### config.mk
export PLATFORM = sky130hd
export DESIGN_NAME = sync_packet_gen_flat
export DESIGN_NICKNAME = d
export VERILOG_FILES = /design/src/rtl/sync_packet_gen_if.sv /design/src/rtl/sync_packet_gen.sv /design/src/flat_wrapper.sv
export SDC_FILE = /design/constraint.sdc
export NUM_CORES = 1
export LEC_CHECK = 0
export BUFFER_PORTS_ARGS = -buffer_cell sky130_fd_sc_hd__buf_4
export CORE_AREA = 2 2 267 269
export DETAILED_ROUTE_END_ITERATION = 7
export DIE_AREA = 0 0 269 271
export PLACE_DENSITY = 0.43
export SYNTH_ARGS = -nofsm -noshare
export SYNTH_HDL_FRONTEND = slang
export SYNTH_SLANG_ARGS = --single-unit
### constraint.sdc
create_clock -name aclk -period 7.77 [get_ports aclk]
set_clock_uncertainty 0.2 [all_clocks]
set_input_delay 1.1655 -clock aclk [delete_from_list [all_inputs] [get_ports aclk]]
set_output_delay 1.1655 -clock aclk [all_outputs]
set_load 0.05 [all_outputs]
### src/rtl/sync_packet_gen_if.sv
// sync_packet_gen_if: 512-bit AXI-stream link carrying generated sync frames.
//   tvalid/tdata/tkeep/tlast/tuser : driven by the master (generator)
//   tready                         : driven by the slave (downstream sink)
interface sync_packet_gen_if;
    logic         tvalid;
    logic [511:0] tdata;
    logic [63:0]  tkeep;
    logic         tlast;
    logic [15:0]  tuser;
    logic         tready;

    modport master (output tvalid, tdata, tkeep, tlast, tuser, input tready);
    modport slave  (input tvalid, tdata, tkeep, tlast, tuser, output tready);
endinterface

### src/rtl/sync_packet_gen.sv
// sync_packet_gen: builds 802.1Q-tagged sync frames and streams them out on a
// 512-bit AXI-stream master. Frames launch from an internal period timer or a
// trigger pulse; each frame carries a sequence number and optional timestamp.
// Ports:
//   aclk, areset   clock, synchronous active-high reset
//   enable_i       master enable for timer and trigger
//   period_i       timer period in cycles (0 disables periodic launch)
//   trigger_i      single-cycle launch request
//   m_axis         AXI-stream master (sync_packet_gen_if.master)
//   seq_o          frames fully sent
//   missed_o       saturating count of dropped requests
//   busy_o         frame in flight
// Build option: define SYNC_GEN_TIMESTAMP_EN to place a 64-bit cycle count in
// tdata[239:176] of beat 0; otherwise that field is zero.
module sync_packet_gen #(
    parameter logic [11:0] VLAN_ID     = 12'hABC,
    parameter logic [2:0]  PCP         = 3'd0,
    parameter logic [47:0] DST_MAC     = 48'hFFFF_FFFF_FFFF,
    parameter logic [47:0] SRC_MAC     = 48'h000A_3500_0001,
    parameter logic [15:0] INNER_ETYPE = 16'h88B5,
    parameter int unsigned PKT_BEATS   = 2
) (
    input  logic                 aclk,
    input  logic                 areset,
    input  logic                 enable_i,
    input  logic [31:0]          period_i,
    input  logic                 trigger_i,
    sync_packet_gen_if.master    m_axis,
    output logic [31:0]          seq_o,
    output logic [15:0]          missed_o,
    output logic                 busy_o
);
    localparam int unsigned DATA_W = 512;
    localparam int unsigned KEEP_W = 64;
    localparam int unsigned BEAT_W = 2;
    localparam int unsigned TS_W   = 64;
    localparam logic [BEAT_W-1:0] LAST_BEAT   = BEAT_W'(PKT_BEATS - 1);
    localparam logic [15:0]       FRAME_BYTES = 16'(64 * PKT_BEATS);

    typedef enum logic {IDLE, SEND} state_t;

    state_t              state_q, state_d;
    logic [BEAT_W-1:0]   beat_q, beat_d;
    logic [31:0]         timer_q, timer_d;
    logic                req_tick, req, go, launch, hs, last_hs;
    logic                pending_q, pending_d;
    logic [31:0]         seq_q, seq_d;
    logic [15:0]         missed_q, missed_d;
    logic                tvalid_q, tvalid_d, tlast_q, tlast_d;
    logic [DATA_W-1:0]   tdata_q, tdata_d;
    logic [KEEP_W-1:0]   tkeep_q, tkeep_d;
    logic [15:0]         tuser_q, tuser_d;
    logic [TS_W-1:0]     ts_snap;

`ifdef SYNC_GEN_TIMESTAMP_EN
    // Free-running cycle counter, sampled at launch.
    logic [TS_W-1:0] ts_q;
    always_ff @(posedge aclk) begin
        if (areset) ts_q <= '0;
        else        ts_q <= ts_q + TS_W'(1);
    end
    assign ts_snap = ts_q;
`else
    assign ts_snap = '0;
`endif

    // Header beat; field slices match the receive-side detector.
    function automatic logic [DATA_W-1:0] build_beat0(input logic [31:0] seq,
                                                      input logic [TS_W-1:0] ts);
        logic [DATA_W-1:0] d;
        d            = '0;
        d[47:0]      = DST_MAC;
        d[95:48]     = SRC_MAC;
        d[111:96]    = 16'h8100;
        d[115:112]   = {PCP, 1'b0};
        d[127:116]   = VLAN_ID;
        d[143:128]   = INNER_ETYPE;
        d[175:144]   = seq;
        d[239:176]   = ts;
        return d;
    endfunction

    // Period timer; >= guards against period_i shrinking below the count.
    always_comb begin
        timer_d  = '0;
        req_tick = 1'b0;
        if (enable_i && (period_i != 32'd0)) begin
            if (timer_q >= period_i - 32'd1) req_tick = 1'b1;
            else                             timer_d  = timer_q + 32'd1;
        end
    end

    assign req     = enable_i & (trigger_i | req_tick);
    // Pending is ignored in the cycle enable drops, before it is cleared.
    assign go      = (pending_q & enable_i) | req;
    assign hs      = tvalid_q & m_axis.tready;
    assign last_hs = hs & (beat_q == LAST_BEAT);

    // Next-state, frame sequencing and request bookkeeping.
    always_comb begin
        state_d   = state_q;
        beat_d    = beat_q;
        pending_d = pending_q;
        seq_d     = seq_q;
        missed_d  = missed_q;
        tvalid_d  = tvalid_q;
        tlast_d   = tlast_q;
        tdata_d   = tdata_q;
        tkeep_d   = tkeep_q;
        tuser_d   = tuser_q;
        launch    = 1'b0;

        case (state_q)
            IDLE: begin
                if (go) launch = 1'b1;
            end
            SEND: begin
                if (last_hs) begin
                    seq_d = seq_q + 32'd1;
                    if (go) begin
                        launch = 1'b1;
                    end else begin
                        state_d  = IDLE;
                        tvalid_d = 1'b0;
                        tlast_d  = 1'b0;
                        tdata_d  = '0;
                    end
                end else if (hs) begin
                    beat_d  = beat_q + BEAT_W'(1);
                    tlast_d = (beat_d == LAST_BEAT);
                    tdata_d = '0;
                end
            end
            default: state_d = IDLE;
        endcase

        // Launch snapshots seq_d so a back-to-back frame carries the new count.
        if (launch) begin
            state_d  = SEND;
            beat_d   = '0;
            tvalid_d = 1'b1;
            tlast_d  = (LAST_BEAT == '0);
            tdata_d  = build_beat0(seq_d, ts_snap);
            tkeep_d  = '1;
            tuser_d  = FRAME_BYTES;
        end

        if (!enable_i) begin
            pending_d = 1'b0;
        end else if (launch) begin
            pending_d = pending_q & req;
        end else if (req) begin
            if (!pending_q)                  pending_d = 1'b1;
            else if (missed_q != 16'hFFFF)   missed_d  = missed_q + 16'd1;
        end
    end

    // State and output registers.
    always_ff @(posedge aclk) begin
        if (areset) begin
            state_q   <= IDLE;
            beat_q    <= '0;
            timer_q   <= '0;
            pending_q <= 1'b0;
            seq_q     <= '0;
            missed_q  <= '0;
            tvalid_q  <= 1'b0;
            tlast_q   <= 1'b0;
            tdata_q   <= '0;
            tkeep_q   <= '0;
            tuser_q   <= '0;
        end else begin
            state_q   <= state_d;
            beat_q    <= beat_d;
            timer_q   <= timer_d;
            pending_q <= pending_d;
            seq_q     <= seq_d;
            missed_q  <= missed_d;
            tvalid_q  <= tvalid_d;
            tlast_q   <= tlast_d;
            tdata_q   <= tdata_d;
            tkeep_q   <= tkeep_d;
            tuser_q   <= tuser_d;
        end
    end

    assign m_axis.tvalid = tvalid_q;
    assign m_axis.tdata  = tdata_q;
    assign m_axis.tkeep  = tkeep_q;
    assign m_axis.tlast  = tlast_q;
    assign m_axis.tuser  = tuser_q;
    assign seq_o         = seq_q;
    assign missed_o      = missed_q;
    assign busy_o        = (state_q == SEND);
endmodule
### src/flat_wrapper.sv
// flat-port wrapper written by rule: the top's interface ports become plain ports
module sync_packet_gen_flat 
#(
    parameter logic [11:0] VLAN_ID     = 12'hABC,
    parameter logic [2:0]  PCP         = 3'd0,
    parameter logic [47:0] DST_MAC     = 48'hFFFF_FFFF_FFFF,
    parameter logic [47:0] SRC_MAC     = 48'h000A_3500_0001,
    parameter logic [15:0] INNER_ETYPE = 16'h88B5,
    parameter int unsigned PKT_BEATS   = 2
)
  (aclk, areset, enable_i, period_i, trigger_i, seq_o, missed_o, busy_o, m_axis_tvalid, m_axis_tdata, m_axis_tkeep, m_axis_tlast, m_axis_tuser, m_axis_tready);
  sync_packet_gen_if m_axis_i ();
  input  logic aclk;
  input  logic areset;
  input  logic enable_i;
  input  logic [31:0] period_i;
  input  logic trigger_i;
  output logic [31:0] seq_o;
  output logic [15:0] missed_o;
  output logic busy_o;
  output wire logic [$bits(m_axis_i.tvalid)-1:0] m_axis_tvalid;
  output wire logic [$bits(m_axis_i.tdata)-1:0] m_axis_tdata;
  output wire logic [$bits(m_axis_i.tkeep)-1:0] m_axis_tkeep;
  output wire logic [$bits(m_axis_i.tlast)-1:0] m_axis_tlast;
  output wire logic [$bits(m_axis_i.tuser)-1:0] m_axis_tuser;
  input wire logic [$bits(m_axis_i.tready)-1:0] m_axis_tready;
  assign m_axis_tvalid = m_axis_i.tvalid;
  assign m_axis_tdata = m_axis_i.tdata;
  assign m_axis_tkeep = m_axis_i.tkeep;
  assign m_axis_tlast = m_axis_i.tlast;
  assign m_axis_tuser = m_axis_i.tuser;
  assign m_axis_i.tready = m_axis_tready;
  sync_packet_gen #(.VLAN_ID(VLAN_ID), .PCP(PCP), .DST_MAC(DST_MAC), .SRC_MAC(SRC_MAC), .INNER_ETYPE(INNER_ETYPE), .PKT_BEATS(PKT_BEATS)) u_core (.aclk(aclk), .areset(areset), .enable_i(enable_i), .period_i(period_i), .trigger_i(trigger_i), .m_axis(m_axis_i), .seq_o(seq_o), .missed_o(missed_o), .busy_o(busy_o));
endmodule
; ---- Word-level counts from Yosys, hierarchy flattened
; Cells that the tools add are included.
[totals]
ff_bits = 600
output_inout_bits = 643
[op_classes]
add_sub_neg = 5
order_cmp = 1
eq_ne = 6
mux = 23
n_bitwise = 12
n_reduce_logical = 15
[op_table]
columns = op, count
row1 = two-way mux 512 bit, 3
row2 = two-way mux 176 bit, 2
row3 = adder 32 x 1 -> 32 bit (second input constant), 2
row4 = two-way mux 32 bit, 2
row5 = >= comparator 32 bit, 1
row6 = nonzero test 32 bit, 1
row7 = subtractor 32 x 1 -> 32 bit (second input constant), 1
row8 = adder 16 x 1 -> 16 bit (second input constant), 1
row9 = != test 16 bit (second input constant), 1
row10 = two-way mux 1 bit, 15
row11 = AND reduction 3 bit, 4
row12 = nonzero test 2 bit, 4
row13 = AND 1 bit, 5
row14 = NOT 1 bit, 5
row15 = AND reduction 5 bit, 1
row16 = equality test 2 x 1 -> 1 bit (second input constant), 2
row17 = != test 2 bit (second input constant), 2
row18 = OR reduction 2 bit, 2
row19 = != test 3 bit (second input constant), 1
row20 = nonzero test 3 bit, 1
row21 = OR reduction 3 bit, 1
row22 = adder 2 x 1 -> 2 bit (second input constant), 1
row23 = OR 1 bit, 2
row24 = case mux 1 bit (2 select lines), 1
row25 = logical AND 1 bit, 1

; ---- Depth between registers and ports, before layout
; Gate-level depths: netlist of the first run.
[depth]
word_depth = 12
mapped_depth = 17

; ---- Worst setup path after synthesis of the first run
; Ideal clock, no wire load.
[synth_timing]
path_kind = input -> register
startpoint = in period_i[0]
endpoint = reg u_core.missed_q[14], in the netlist u_core.missed_o[14]
arrival_ns = 5.392
required_time_ns = 7.447
setup_slack_ns = 2.055
path_stages = 16
path_cell_list = or3_1 > nor4b_2 > nand2_1 > or3_1 > or3_1 > or3_1 > xor2_1 > ha_1 > nand4_1 > nor4_1 > nand2_1 > a211o_2 > o211a_2 > buf_4 > nor4_1 > mux2_1
[synth_between]
elab_chain_len = 12
word_cells_on_any_way = 14
cone_classes = add/sub: 1 / order compare: 1 / mux: 5 / bitwise: 4 / reduce/logical: 3
[synth_lines]
columns = item, line
row1 = from (decl), flat_wrapper.sv:16  ; input logic [31:0] period_i;
row2 = subtractor 32 x 1 -> 32 bit, sync_packet_gen.sv:88  ; if (timer_q >= period_i - 32'd1) req_tick = 1'b1;
row3 = >= comparator 32 bit, sync_packet_gen.sv:88
row4 = two-way mux 1 bit, sync_packet_gen.sv:88
row5 = two-way mux 1 bit *, sync_packet_gen.sv:87  ; if (enable_i && (period_i != 32'd0)) begin
row6 = OR 1 bit *, sync_packet_gen.sv:93  ; assign req = enable_i & (trigger_i | req_tick);
row7 = AND 1 bit *, sync_packet_gen.sv:93
row8 = OR 1 bit, sync_packet_gen.sv:95  ; assign go = (pending_q & enable_i) | req;
row9 = two-way mux 1 bit, "sync_packet_gen.sv:115, sync_packet_gen.sv:120"
row10 = two-way mux 1 bit, sync_packet_gen.sv:118  ; if (last_hs) begin
row11 = case mux 1 bit (2 select lines), sync_packet_gen.sv:113  ; case (state_q)
row12 = NOT 1 bit (no line), n/a
row13 = AND reduction 5 bit (no line) *, n/a
row14 = to (signal assigned), sync_packet_gen.sv:178  ; missed_q <= missed_d;
row15 = to (decl), sync_packet_gen.sv:48  ; logic [15:0] missed_q, missed_d;
; Mark *: on every way between the ends. The rest lies on a longest branch, timed or not.
; A chain may end at the register's enable or synchronous reset.

; ---- Final worst setup path of the first run
[layout_timing]
startpoint = in period_i[0]
endpoint = reg u_core.tdata_q[145], in the netlist u_core.m_axis.tdata[145]
[layout_between]
elab_chain_len = 12
word_cells_on_any_way = 17
cone_classes = add/sub: 1 / order compare: 1 / eq/ne: 1 / mux: 6 / bitwise: 3 / reduce/logical: 5
[layout_lines]
columns = item, line
row1 = subtractor 32 x 1 -> 32 bit, sync_packet_gen.sv:88
row2 = >= comparator 32 bit, sync_packet_gen.sv:88
row3 = two-way mux 1 bit, sync_packet_gen.sv:88
row4 = two-way mux 1 bit *, sync_packet_gen.sv:87
row5 = OR 1 bit *, sync_packet_gen.sv:93
row6 = AND 1 bit *, sync_packet_gen.sv:93
row7 = OR 1 bit *, sync_packet_gen.sv:95
row8 = two-way mux 1 bit, "sync_packet_gen.sv:115, sync_packet_gen.sv:120"
row9 = two-way mux 1 bit, sync_packet_gen.sv:118
row10 = case mux 1 bit (2 select lines), sync_packet_gen.sv:113
row11 = "!= test 3 bit (no line), or another cell as far along", n/a
row12 = AND reduction 3 bit (no line), n/a
row13 = to (signal assigned), sync_packet_gen.sv:181  ; tdata_q <= tdata_d;
row14 = to (decl), sync_packet_gen.sv:50  ; logic [DATA_W-1:0] tdata_q, tdata_d;
; Marked as above.

==> results.ini, run 1 <==
[run]
cap_violations=0

[synthesis]
avgSynthCellArea_um2=8.06
yosys-top-cells-area=buf_4, dfxtp_1, ha_1
yosys_most_used_dff=dfxtp_1
syn_inst=1320
netlist.area_leader.share=0.397
syn-cell-area_um2=10600
synth_top_cell_by_area=buf_4
async_reset_ff_frac=0
ys_ff_latch=120
yosys_warnings=0
synth_edf_count=0
synth.distinct_cells=59
synth-seq-area-share=0.226

[hold_path]
worstHoldEndpoint=u_core.m_axis.tdata[147]$_SDFFE_PP0P_
min_path_type=reg -> reg
hold_start=u_core.m_axis.tdata[147]$_SDFFE_PP0P_
hold_path_depth=2

[timing]
tns_ns=0
period_needed_ns=6.04
hold_violations=0
setup_ws_ns=1.73
period_share=0.778
setup_violations=0
hold_ws_ns=0.254
maxSlewViolCount=0
tightest_slew_ns=1.22
slew_headroom=0.188
rsz0062_at_grt=no
fmax_mhz=165

[critical_path]
arrival_ns=6.13
critPathKind=in -> reg
endpoint_kind=flip-flop
ff2ff_setup_slack_ns=4.30
reg2reg_from=u_core.beat_q[0]$_SDFFE_PP0P_
r2r_cells=8
start_kind=input port
reg2reg_to=u_core.m_axis.tdata[165]$_SDFFE_PP0P_
required_ns=7.86
critPathMaxFanout=12

[placement]
gp_congestion=0.758
hpwl_mm=21.6
post-place-ws_ns=1.25
port_buffers=255

[clock_tree]
clock_latency_ns=0.44
htree_num_levels=4
cts_buffers=17
cts_hold_buf=0
cts_sinks=120
clkSlewWorstSetupHoldPaths_ns=0.06
clk_path_buf_depth=2
post_cts_buffers=0
cts_resized=0
cts-root-buf=clkbuf_16
cts_tree=built

[route]
route.antenna.remaining_nets=0
via_per_inst=3.08
drcViolationCount=0
first_pass_iters=4
wl_per_cell_um=11.1
vias=7364
drt_iter0_markers=249
routed_wl_mm=26.5

[power_and_ir_drop]
pwr-share-clk=0.358
p_int_w=0.00120
comb_power_share=0.363
p_leak_nw=5.26
p_total_w=0.00225
power_density_nw_per_um2=193
switching_share=0.463
vdd_drop_max_mv=0.153
p_switching_w=0.00104
p_seq_frac=0.279

[die]
fp.dieW_um=269
ios=680
rows=97
die-area_um2=72900
die-height_um=271
core-area_um2=69800
start_util=0.152

[global_routing]
grtUsageTotal=0.0679
grt_first_pass_wirelength_mm=38.6
grt_pass1_vias=6527
grt_overflow_total=0
grt_max_degree=73
grt_antenna_before_repair=1

[layout]
fillers=7946
multi_input_comb_area_um2=5410
regArea_um2=2400
drive_gt1_frac=0.215
nNetsFinal=1510
syn_to_final_growth_pct=9.32
final_util=0.167

[run_status]
status=complete, no violations

-- placed cells by master, fill, tap and decap left out, types with 5 or more instances in the layout --
master | synthesis | routed
nor2_1 | 85 | 85
and2_1 | 21 | 21
o31ai_1 | 8 | 8
nand3_1 | 45 | 45
nand4_1 | 17 | 17
nand2_1 | 68 | 68
o21ai_0 | 16 | 16
dfxtp_1 | 120 | 118
and3_1 | 9 | 9
a21oi_1 | 44 | 44
ha_1 | 38 | 38
inv_1 | 25 | 25
o211ai_1 | 5 | 5
xnor2_1 | 47 | 47
conb_1 | 1 | 424
or2_2 | 5 | 5
nor3_1 | 24 | 24
o21ai_1 | 12 | 12
nor4_1 | 12 | 12
buf_4 | 562 | 259
or3_1 | 17 | 17
mux2_1 | 16 | 16
or4_1 | 14 | 14
clkbuf_16 | 0 | 17
xor2_1 | 37 | 37
-- synth_stat cells (16+ instances only) --
master,instances
xnor2_1,47
buf_4,562
nand3_1,45
ha_1,38
xor2_1,37
o21ai_0,16
nand4_1,17
or3_1,17
dfxtp_1,120
clkbuf_1,20
mux2_1,16
nand2_1,68
a21oi_1,44
inv_1,25
and2_1,21
nor3_1,24
nor2_1,85
-- registers in the layout, summed over array words and instances, names as in the netlist --
signal	cells
u_core.pending_q	1
u_core.beat_q	2
u_core.seq_o	32
u_core.m_axis.tdata	33
u_core.m_axis.tkeep	1
u_core.m_axis.tvalid	1
u_core.timer_q	32
u_core.m_axis.tlast	1
u_core.busy_o	1
u_core.missed_o	16
-- critical path: stages --
cell and delay, ns:
buf_4 0.11, or3_1 0.43, nor4b_2 0.36, nand2_1 0.21, or3_1 0.41, or3_1 0.40, or3_1 0.38, xor2_1 0.16
ha_1 0.29, nand4_1 0.14, nor4_1 0.36, nand2_1 0.17, a211o_2 0.37, o2111a_1 0.29, nor2_1 0.67, o21ai_0 0.21
-- cell families (layout without fill, tap and decap cells) --
| group | Yosys count | after routing | synth area share |
|---|---|---|---|
| compound gates | 108 | 108 | 0.0624 |
| xor+xnor | 84 | 84 | 0.0692 |
| fa+ha+maj | 39 | 39 | 0.0457 |
| buf+inv | 611 | 316 | 0.415 |
| flops | 120 | 120 | 0.226 |
| mux | 18 | 18 | 0.0191 |
| other cells | 1 | 425 | 0.000353 |
| simple gates | 339 | 339 | 0.163 |
-- area by class of cell --
class	count	area share
Multi-Input combinational cell	1012	0.465
Antenna cell	1	0.000215
Sequential cell	120	0.207
Inverter	25	0.00807
Clock buffer	19	0.0390
Tap cell	940	0.101
Clock inverter	13	0.0123
Timing Repair Buffer	259	0.167
-- power groups by stage --
stage | sequential [W] | combinational [W] | clock (W)
after detailed placement | 0.000641 | 0.000812 | 0
after global placement | 0.000640 | 0.000811 | 0
after CTS | 0.000628 | 0.000812 | 0.000829
final | 0.000628 | 0.000815 | 0.000803
after global routing | 0.000629 | 0.000849 | 0.000851
after floorplan | 0.000649 | 0.000926 | 0
-- stage by stage --
step,std cells,cell area (um2)
2_1_floorplan,1743,12200
3_3_place_gp,2356,11000
3_5_place_dp,2356,11000
4_1_cts,2388,11600
5_1_grt,2388,11600
6_report,2389,11600
-- routing by layer --
metal	track usage	vias up	wire (um)
li1	-	3620	-
met1	0.0736	3401	9900
met2	0.115	327	13100
met3	0.0364	16	3270
met4	0.0162	0	206
met5	0	-	0
-- worst max-delay path by stage --
stage          cells past startpoint                                    end         from  slack (ns)
2_1_floorplan                     16       u_core.missed_o[14]$_SDFFE_PP0P_  period_i[0]        2.06
3_3_place_gp                      17  u_core.m_axis.tdata[165]$_SDFFE_PP0P_  period_i[0]        1.33
3_5_place_dp                      16  u_core.m_axis.tdata[145]$_SDFFE_PP0P_  period_i[0]        1.25
4_1_cts                           16  u_core.m_axis.tdata[145]$_SDFFE_PP0P_  period_i[0]        1.72
5_1_grt                           16  u_core.m_axis.tdata[145]$_SDFFE_PP0P_  period_i[0]        1.33
6_report                          16  u_core.m_axis.tdata[145]$_SDFFE_PP0P_  period_i[0]        1.73
No activity file was read; power rests on OpenSTA's default activity.
==> run 2, diff against run 1 <==
--- a/config.mk
+++ b/config.mk
@@ -5,11 +5,12 @@
 export SDC_FILE = /design/constraint.sdc
 export NUM_CORES = 1
 export LEC_CHECK = 0
+export ABC_AREA = 1
 export BUFFER_PORTS_ARGS = -buffer_cell sky130_fd_sc_hd__buf_4
-export CORE_AREA = 2 2 267 269
+export CORE_AREA = 2 2 266 268
 export DETAILED_ROUTE_END_ITERATION = 7
-export DIE_AREA = 0 0 269 271
-export PLACE_DENSITY = 0.43
+export DIE_AREA = 0 0 268 270
+export PLACE_DENSITY = 0.44
 export SYNTH_ARGS = -nofsm -noshare
 export SYNTH_HDL_FRONTEND = slang
 export SYNTH_SLANG_ARGS = --single-unit
==> constraint.sdc (replaced) <==
create_clock -name aclk -period 6 [get_ports aclk]
set_clock_uncertainty 0.2 [all_clocks]
set_input_delay 0.9 -clock aclk [delete_from_list [all_inputs] [get_ports aclk]]
set_output_delay 0.9 -clock aclk [all_outputs]
set_load 0.05 [all_outputs]
==> run 2 against run 1 <==
  * Final cell count rose by 11%
  * Total power rose by 33%
  * Setup slack got worse by 0.025 ns
  * Largest cell class unchanged
==> results.ini, run 2 <==
[clock_tree]
cts_buffers=17
htree_num_levels=4
clk_path_buf_depth=2
clkSlewWorstSetupHoldPaths_ns=0.07
cts-root-buf=clkbuf_16
cts_resized=0
post_cts_buffers=0
cts_hold_buf=0
cts_sinks=120
cts_tree=built
clock_latency_ns=0.44

[synthesis]
yosys_warnings=0
syn_inst=1583
synth.distinct_cells=44
yosys_most_used_dff=dfxtp_1
ys_top_cells_by_count=buf_4, nand2_1, inv_1, nor2_1, dfxtp_1
yosysMostFrequentCell=buf_4
avgSynthCellArea_um2=7.20
synth_top_cell_by_area=buf_4
ys_ff_latch=120
syn-cell-area_um2=11400
netlist.area_leader.share=0.370
synth-seq-area-share=0.211
yosys-top-cells-area=buf_4, dfxtp_1, nand2_1
synth_edf_count=0
async_reset_ff_frac=0

[route]
route.antenna.remaining_nets=0
vias=8231
via_per_inst=3.10
wl_per_cell_um=10.5
first_pass_iters=4
drt_iter0_markers=259
drcViolationCount=0
routed_wl_mm=27.8

[run]
cap_violations=0

[timing]
hold_violations=0
rsz0062_at_grt=no
fmax_mhz=233
period_share=0.716
tightest_slew_ns=1.10
setup_violations=0
period_needed_ns=4.30
tns_ns=0
maxSlewViolCount=0
slew_headroom=0.264

[die]
die-height_um=270
die-area_um2=72400
start_util=0.164
ios=680
fp.dieW_um=268
core-area_um2=69500
rows=97

[critical_path]
start_kind=input port
reg2reg_to=u_core.missed_o[8]$_SDFFE_PP0P_
critPathKind=in -> reg
required_ns=6.17
critPathMaxFanout=32
ff2ff_setup_slack_ns=3.17
reg2reg_from=u_core.missed_o[0]$_SDFFE_PP0P_
arrival_ns=4.47
endpoint_kind=flip-flop
r2r_cells=10

[placement]
port_buffers=255
hpwl_mm=22.7
dpl_cell_area_um2=11800
gp_congestion=0.787

[layout]
fillers=8022
fin_area_um2=12400
syn_to_final_growth_pct=8.65
final_common_cell=conb_1
diodes=0
drive_gt1_frac=0.199
largest_register_ffs=33
final_util=0.178
nNetsFinal=1778
layout_common_cells=conb_1, buf_4, nand2_1

[hold_path]
hold_start=u_core.timer_q[0]$_SDFF_PP0_
worstHoldEndpoint=u_core.timer_q[0]$_SDFF_PP0_
hold_path_depth=1
min_path_type=reg -> reg

[global_routing]
grtUsageTotal=0.0725
grt_pass1_vias=7111
grt_antenna_before_repair=0
grt_overflow_total=0
grt_max_degree=72
grt_first_pass_wirelength_mm=41.0

[power_and_ir_drop]
vdd_drop_max_mv=0.166
power_density_nw_per_um2=241
p_leak_nw=6.04

[run_status]
status=complete, no violations

-- run 2: changes by cell type after synthesis, sizes merged, moves of 8 or more --
cell,previous run,this run
nand2,69,239
inv,25,136
nor2,85,135
xnor2,47,18
nand3,45,65
and2,21,2
mux2,18,0
or3,17,0
xor2,37,54
nand4,17,33
or4,16,0
nor3,25,40
and3,9,1
-- run 2: power breakdown --
group	switching (W)	internal, W
combinational	0.00101	0.000146
sequential	0.0000156	0.000801
clock	0.000466	0.000554
total	0.00149	0.00150
-- run 2: how the worst max path moves through the flow --
stage	start	endpoint	cells after the start
floorplan	period_i[0]	u_core.missed_o[5]$_SDFFE_PP0P_	25
global placement	period_i[0]	u_core.m_axis.tdata[159]$_SDFFE_PP0P_	25
detailed placement	period_i[0]	u_core.m_axis.tdata[159]$_SDFFE_PP0P_	25
CTS	period_i[0]	u_core.m_axis.tdata[159]$_SDFFE_PP0P_	25
global route	period_i[0]	u_core.m_axis.tdata[150]$_SDFFE_PP0P_	25
finish	period_i[0]	u_core.m_axis.tdata[159]$_SDFFE_PP0P_	25
-- run 2: worst max-delay path, stage by stage --
cell	delay (ns)
buf_4	0.11
inv_1	0.07
ha_1	0.21
nand3_1	0.14
nor2_2	0.20
nand2_1	0.10
nor2_1	0.16
nand2_1	0.14
nor3_2	0.19
nand2_1	0.13
nor3_2	0.14
xor2_1	0.09
ha_1	0.27
nand2_1	0.06
nor2_1	0.13
nand2_1	0.08
nor2_1	0.10
nand2_1	0.07
nand2_1	0.07
nand2_2	0.10
nand3_4	0.12
nand2_1	0.09
inv_2	0.45
nand2_1	0.17
o21ai_1	0.12
-- run 2: metal layers --
| metal | vias to the layer above | wire length [um] | track usage |
|---|---|---|---|
| met1 | 3654 | 12100 | 0.0906 |
| met3 | 20 | 1780 | 0.0160 |
| met2 | 316 | 13500 | 0.123 |
| li1 | 4241 | - | - |
| met5 | - | 0 | 0 |
| met4 | 0 | 362 | 0.0231 |
-- run 2: area by class of cell --
type / count / area [um2] / share of cell area
clock buffers: 17 / 425 / 0.0344
clock inverters: 15 / 150 / 0.0121
repair buffers: 259 / 1940 / 0.157
inverters: 138 / 518 / 0.0418
well taps: 940 / 1180 / 0.0950
multi-input cells: 1167 / 5760 / 0.465
flip-flops and latches: 120 / 2400 / 0.194
-- run 2: kinds of logic (layout without fill, tap and decap cells) --
family	Yosys count	count (layout)	share of synthesized area
buf+inv	719	429	0.423
simple gates	543	543	0.227
flops	120	120	0.211
compound gates	90	90	0.0420
xor+xnor	72	72	0.0553
fa+ha+maj	38	38	0.0417
other cells	1	424	0.000329
-- run 2: stage by stage --
step	std cells	total power [W]	worst slack [ns]	hold slack, ns
2_1_floorplan	2006	0.00214	2.04	0.217
3_3_place_gp	2624	0.00199	1.26	0.230
3_5_place_dp	2624	0.00199	1.20	0.237
4_1_cts	2656	0.00303	1.66	0.252
5_1_grt	2656	0.00311	1.19	0.272
6_report	2656	0.00299	1.70	0.250
